`src/rtl/timebase_pkg.sv`:
```
// timebase_pkg -- shared defaults, FSM state type and cfg address width helper.
// Rev 1.0
`default_nettype none

package timebase_pkg;

   localparam int DEF_NCH    = 4;
   localparam int DEF_CW     = 32;
   localparam int DEF_PERIOD = 25000;

   typedef enum logic [0:0] {
      IDLE = 1'b0,
      RUN  = 1'b1
   } state_t;

   function automatic int cfg_aw(input int n);
      return (n <= 1) ? 1 : $clog2(n);
   endfunction

endpackage

`default_nettype wire

```
`src/rtl/timebase_channel.sv`:
```
// timebase_channel -- one terminal-count channel with shadowed period update.
// Rev 1.0; tog flop present only when TIMEBASE_TOGGLE_EN is defined.
`default_nettype none

module timebase_channel
   import timebase_pkg::*;
#(
   parameter int CW         = DEF_CW,
   parameter int RST_PERIOD = DEF_PERIOD
) (
   input  logic          clk,
   input  logic          rst_n,
   input  logic          i_active,
   input  logic          i_leave,
   input  logic          i_en,
   input  logic          i_pre_tick,
   input  logic          i_wr,
   input  logic [CW-1:0] i_data,
   output logic          o_tick,
   output logic          o_tog,
   output logic          o_pending
);

   logic [CW-1:0] r_ctr;
   logic [CW-1:0] r_period;
   logic [CW-1:0] r_shadow;
   logic          r_pending;
   logic          r_tick;

   logic w_imm;
   logic w_wrap;
   logic w_direct;
   logic w_shadow_wr;
   logic w_apply;

   // Writes and pending shadows take effect at once whenever the channel is not counting on.
   assign w_imm       = !i_active || i_leave || !i_en;
   assign w_wrap      = i_active && i_en && i_pre_tick && (r_ctr >= r_period);
   assign w_direct    = i_wr && w_imm;
   assign w_shadow_wr = i_wr && !w_imm;
   assign w_apply     = r_pending && (w_imm || w_wrap);

   always_ff @(posedge clk or negedge rst_n) begin
      if (!rst_n) begin
         r_ctr <= '0;
      end else if (!i_active || !i_en || w_direct) begin
         r_ctr <= '0;
      end else if (i_pre_tick) begin
         r_ctr <= w_wrap ? '0 : r_ctr + CW'(1);
      end
   end

   always_ff @(posedge clk or negedge rst_n) begin
      if (!rst_n) begin
         r_period  <= CW'(RST_PERIOD);
         r_shadow  <= '0;
         r_pending <= 1'b0;
      end else begin
         if (w_direct) begin
            r_period <= i_data;
         end else if (w_apply) begin
            r_period <= r_shadow;
         end
         if (w_apply) begin
            r_pending <= 1'b0;
         end
         if (w_shadow_wr) begin
            r_shadow  <= i_data;
            r_pending <= 1'b1;
         end
      end
   end

   always_ff @(posedge clk or negedge rst_n) begin
      if (!rst_n) begin
         r_tick <= 1'b0;
      end else begin
         r_tick <= w_wrap;
      end
   end

`ifdef TIMEBASE_TOGGLE_EN
   logic r_tog;

   always_ff @(posedge clk or negedge rst_n) begin
      if (!rst_n) begin
         r_tog <= 1'b0;
      end else if (w_wrap) begin
         r_tog <= !r_tog;
      end
   end

   assign o_tog = r_tog;
`else
   assign o_tog = 1'b0;
`endif

   assign o_tick    = r_tick;
   assign o_pending = r_pending;

endmodule

`default_nettype wire

```
`src/rtl/timebase_ctrl.sv`:
```
// timebase_ctrl -- shared prescaler, RUN/IDLE FSM and cfg decode for NCH timebase channels.
// Rev 1.0; optional tog outputs enabled by macro TIMEBASE_TOGGLE_EN.
`default_nettype none

module timebase_ctrl
   import timebase_pkg::*;
#(
   parameter int NCH            = DEF_NCH,
   parameter int CW             = DEF_CW,
   parameter int PRESCALE       = 2,
   parameter int DEFAULT_PERIOD = DEF_PERIOD
) (
   input  logic                   clk,
   input  logic                   rst_n,
   input  logic                   run,
   input  logic [NCH-1:0]         ch_en,
   input  logic                   cfg_valid,
   output logic                   cfg_ready,
   input  logic [cfg_aw(NCH)-1:0] cfg_addr,
   input  logic [CW-1:0]          cfg_data,
   output logic [NCH-1:0]         tick,
   output logic [NCH-1:0]         tog,
   output logic                   busy
);

   localparam int              c_aw       = cfg_aw(NCH);
   localparam int              c_pw       = (PRESCALE > 1) ? $clog2(PRESCALE) : 1;
   localparam logic [c_pw-1:0] c_pre_last = c_pw'(PRESCALE - 1);

   state_t          r_state;
   state_t          w_state_nxt;
   logic            w_leave;
   logic            w_active;
   logic [c_pw-1:0] r_pres;
   logic            w_pre_tick;
   logic            w_addr_ok;
   logic            w_accept;
   logic [NCH-1:0]  w_wr;
   logic [NCH-1:0]  w_pending;

   always_ff @(posedge clk or negedge rst_n) begin
      if (!rst_n) begin
         r_state <= IDLE;
      end else begin
         r_state <= w_state_nxt;
      end
   end

   always_comb begin
      w_state_nxt = r_state;
      w_leave     = 1'b0;
      case (r_state)
         IDLE: begin
            if (run) begin
               w_state_nxt = RUN;
            end
         end
         RUN: begin
            if (!run) begin
               w_state_nxt = IDLE;
               w_leave     = 1'b1;
            end
         end
         default: w_state_nxt = IDLE;
      endcase
   end

   assign w_active   = (r_state == RUN);
   assign w_pre_tick = w_active && (r_pres == c_pre_last);

   always_ff @(posedge clk or negedge rst_n) begin
      if (!rst_n) begin
         r_pres <= '0;
      end else if (!w_active || w_pre_tick) begin
         r_pres <= '0;
      end else begin
         r_pres <= r_pres + c_pw'(1);
      end
   end

   // Out-of-range addresses are always ready and decode to no channel.
   assign w_addr_ok = (32'(cfg_addr) < 32'(NCH));

   always_comb begin
      cfg_ready = 1'b1;
      if (w_addr_ok) begin
         cfg_ready = !w_pending[cfg_addr];
      end
   end

   assign w_accept = cfg_valid && cfg_ready && w_addr_ok;

   for (genvar i = 0; i < NCH; i++) begin : g_ch
      assign w_wr[i] = w_accept && (cfg_addr == c_aw'(i));

      timebase_channel #(
         .CW         (CW),
         .RST_PERIOD (DEFAULT_PERIOD)
      ) u_channel (
         .clk        (clk),
         .rst_n      (rst_n),
         .i_active   (w_active),
         .i_leave    (w_leave),
         .i_en       (ch_en[i]),
         .i_pre_tick (w_pre_tick),
         .i_wr       (w_wr[i]),
         .i_data     (cfg_data),
         .o_tick     (tick[i]),
         .o_tog      (tog[i]),
         .o_pending  (w_pending[i])
      );
   end

   assign busy = |w_pending;

endmodule

`default_nettype wire

```
`config.mk`:
```
export PLATFORM = sky130hd
export DESIGN_NAME = timebase_ctrl
export DESIGN_NICKNAME = d
export VERILOG_FILES = /design/src/rtl/timebase_pkg.sv /design/src/rtl/timebase_channel.sv /design/src/rtl/timebase_ctrl.sv
export SDC_FILE = /design/constraint.sdc
export NUM_CORES = 1
export LEC_CHECK = 0
export ABC_AREA = 1
export BUFFER_PORTS_ARGS = -buffer_cell sky130_fd_sc_hd__buf_2
export CAP_MARGIN = 20
export CORE_ASPECT_RATIO = 0.75
export CORE_MARGIN = 3
export CORE_UTILIZATION = 50
export DETAILED_ROUTE_END_ITERATION = 16
export PLACE_DENSITY = 0.66
export SETUP_SLACK_MARGIN = 0.4
export SLEW_MARGIN = 20
export SYNTH_ARGS = -nofsm -noshare
export SYNTH_HDL_FRONTEND = slang
export SYNTH_HIERARCHICAL = 1
export SYNTH_SLANG_ARGS = --single-unit
```
`constraint.sdc`:
```
create_clock -name clk -period 4.1 [get_ports clk]
set_input_delay 0.82 -clock clk [delete_from_list [all_inputs] [get_ports clk]]
set_output_delay 0.82 -clock clk [all_outputs]
set_load 0.1 [all_outputs]
```
==> flow_summary.yaml <==
synth:
  ys_ff_latch: 394
  synth_flop_cell: "dfrtp_1"
  syn-num-nets: 3308
  syn_avg_cell_area_um2: 7.53
  netlist_area_um2: 23600
  yosysWarnings: 6
  async_flop_share_pct: 100
  netlist_instances: 3134
  synth_edf_count: 0
  synth_cell_types: 43
  synth_seq_area_share_pct: 41.9
setup_path:
  cp_slowest_stage_delay_ns: 0.54
  worst-r2r-cell-count: 9
  cp_slowest_cell: "dfrtp_1"
  crit_path_max_fanout: 54
  cp.required_ns: 4.57
  critPathBufInv: 3
  setup.worst_path.start_class: "flop"
  crit_arrival_ns: 3.29
  worstPathCellList: "inv_1 > nor2_2 > buf_4 > o21ai_4 > buf_4 > nand2_1 > nor2_4 > o21ai_0 > o21ai_0"
  critical_path_depth: 9
  end_kind: "flop"
  critical-path-top-delay-family: "buffers and inverters"
  criticalPathCategory: "reg -> reg"
finish:
  area_growth_pct: 9.73
  num-nets-final: 3311
  final_core_util_pct: 55.9
  drive_above_1_share_pct: 9.68
  final_common_cell: "nand2_1"
  layout_common_cells: "952 x nand2_1, 409 x inv_1, 370 x dfrtp_1"
  regArea_um2: 9890
  nFillCells: 4350
  multi_input_area_um2: 11500
timing:
  finalHoldViolations: 0
  fin_crit_sh_pct: 68.7
  drv_slew: 0
  rsz0062_at_grt: "false"
  setup_viol: 0
  period_needed_ns: 2.82
  hold_ws_ns: 0.336
  max_slew_margin_pct: 30.2
  clock.fmax_mhz: 355
  worst_pin_slew_ns: 1.04
  fin_setup_tns_ns: 0
  worst_slack_ns: 1.28
  clock_skew_ns: 0.0170
clock_network:
  ctsHoldBuffers: 0
  cts_tree: "built"
  clk_path_buf_depth: 3
  path_clk_slew_ns: 0.07
  insertion_delay_ns: 0.56
  post_cts_resized: 0
  cts_setup_buffers: 0
  root_buffer: "clkbuf_16"
  clkSinkCount: 394
  cts_made_buffers: 42
  h-tree-depth: 2
placed_design:
  io_buffers: 47
  hpwl_um: 44200
  gp_congestion: 0.883
  preCtsSetupSlack_ns: 1.01
power:
  swShare_pct: 29.5
  leakage_nw: 13.0
  internal_power_w: 0.00801
  seq_power_share_pct: 43.2
  ir_drop_mv: 0.383
  p_total_w: 0.0114
  powerDensity_nw_per_um2: 439
  power_switching_w: 0.00335
  p_clk_share_pct: 38.2
  combPwrFrac_pct: 18.5
die:
  dieArea_um2: 49900
  start_util_pct: 51.0
  rows: 68
  io_pins: 52
  core_um2: 46300
  die_h_um: 194
  die_w_um: 257
routing:
  drt_iter0_drc: 1598
  vias_per_cell: 5.36
  vias: 20400
  wl_um: 61300
  ant_nets: 0
  drcViolationCount: 0
  wl_per_cell_um: 16.1
  dr.pass1.iters: 6
global_route:
  grt_antenna_before_repair: 5
  grt_pass1_wl_um: 101000
  grt_usage_pct: 24.6
  grt_max_degree: 101
  grt_pass1_vias: 19700
  overflow: 0
job:
  cap_violations: 0
status:
  status: "complete, no violations"
min_path:
  hold_class: "in -> async"
-- cells by family after synthesis --
| kind of cell | Yosys count | synth area share (%) |
|---|---|---|
| compound gates | 478 | 10.7 |
| xor+xnor | 56 | 2.08 |
| fa+ha+maj | 132 | 7.00 |
| buf+inv | 548 | 9.48 |
| flops | 394 | 41.9 |
| other cells | 4 | 0.0636 |
| simple gates | 1522 | 28.8 |
-- flip-flops by register name (all words and copies together) (netlist names) --
register,count
g_ch.u_channel/r_ctr,128
g_ch.u_channel/r_period,128
g_ch.u_channel/r_shadow,128
g_ch.u_channel/o_pending,4
g_ch.u_channel/o_tick,4
r_pres,1
r_state,1
-- worst paths after layout --
path | endpoint | slack (ns) | startpoint
max in group asynchronous | g_ch[2].u_channel/r_period[13] | 2.80 | rst_n
max reg2reg | g_ch[2].u_channel/r_ctr[5] | 1.28 | r_state
min in group clk | r_state | 0.39 | run
min | g_ch[2].u_channel/r_ctr[24] | 0.34 | rst_n
min reg2reg | r_pres | 0.44 | r_pres
max | g_ch[2].u_channel/r_ctr[5] | 1.28 | r_state
-- cells in the mapped netlist, types with 8 or more instances --
cell	count	area, um^2
nand2_2	15	93.8
buf_4	17	128
a21oi_1	74	370
nor3_1	49	245
dfrtp_1	370	9260
nand2_1	956	3590
dfstp_2	24	631
buf_6	12	135
buf_2	21	105
nor2_4	12	135
inv_1	409	1540
nor3_2	11	110
ha_1	132	1650
xor2_1	53	464
o22ai_1	25	156
inv_2	30	113
nand4_1	45	282
o21a_1	8	60.1
nand2_4	17	191
clkbuf_1	55	206
o31ai_1	9	67.6
nor2_1	134	503
o21ai_1	105	526
o21ai_0	247	1240
nor2_2	27	169
nand3_1	226	1130
-- routing by layer --
| metal | share of wire, % | up-vias | global-route usage [%] | wire [um] |
|---|---|---|---|---|
| met2 | 43 | 507 | 37.6 | 26600 |
| met4 | 2.0 | 6 | 5.83 | 1250 |
| met5 | 0.059 | - | 0 | 36 |
| met1 | 48 | 9740 | 37.0 | 29600 |
| met3 | 6.1 | 94 | 3.63 | 3710 |
| li1 | - | 10100 | - | - |
-- final cells by class --
cell class	count	area share, %
timing repair buffer	68	1.70
inverter	439	6.37
clock buffer	58	4.81
tap	630	3.04
multi-input combinational	2192	44.6
sequential	394	38.2
clock inverter	20	1.29
antenna	2	0.0193
-- through the flow --
step                std cells  cell area [um^2]
floorplan                3134             23600
global placement         3723             24300
detailed placement       3723             24300
CTS                      3801             25900
global route             3803             25900
finish                   3803             25900
-- power groups by stage --
| stage | Sequential (W) | Clock (W) | Combinational, W |
|---|---|---|---|
| 5_1_grt | 0.00498 | 0.00461 | 0.00248 |
| 3_3_place_gp | 0.00494 | 0 | 0.00199 |
| 2_1_floorplan | 0.00487 | 0 | 0.00158 |
| 3_5_place_dp | 0.00497 | 0 | 0.00211 |
| 6_report | 0.00491 | 0.00434 | 0.00210 |
| 4_1_cts | 0.00491 | 0.00444 | 0.00212 |
Power figures use the tool's default switching activity.
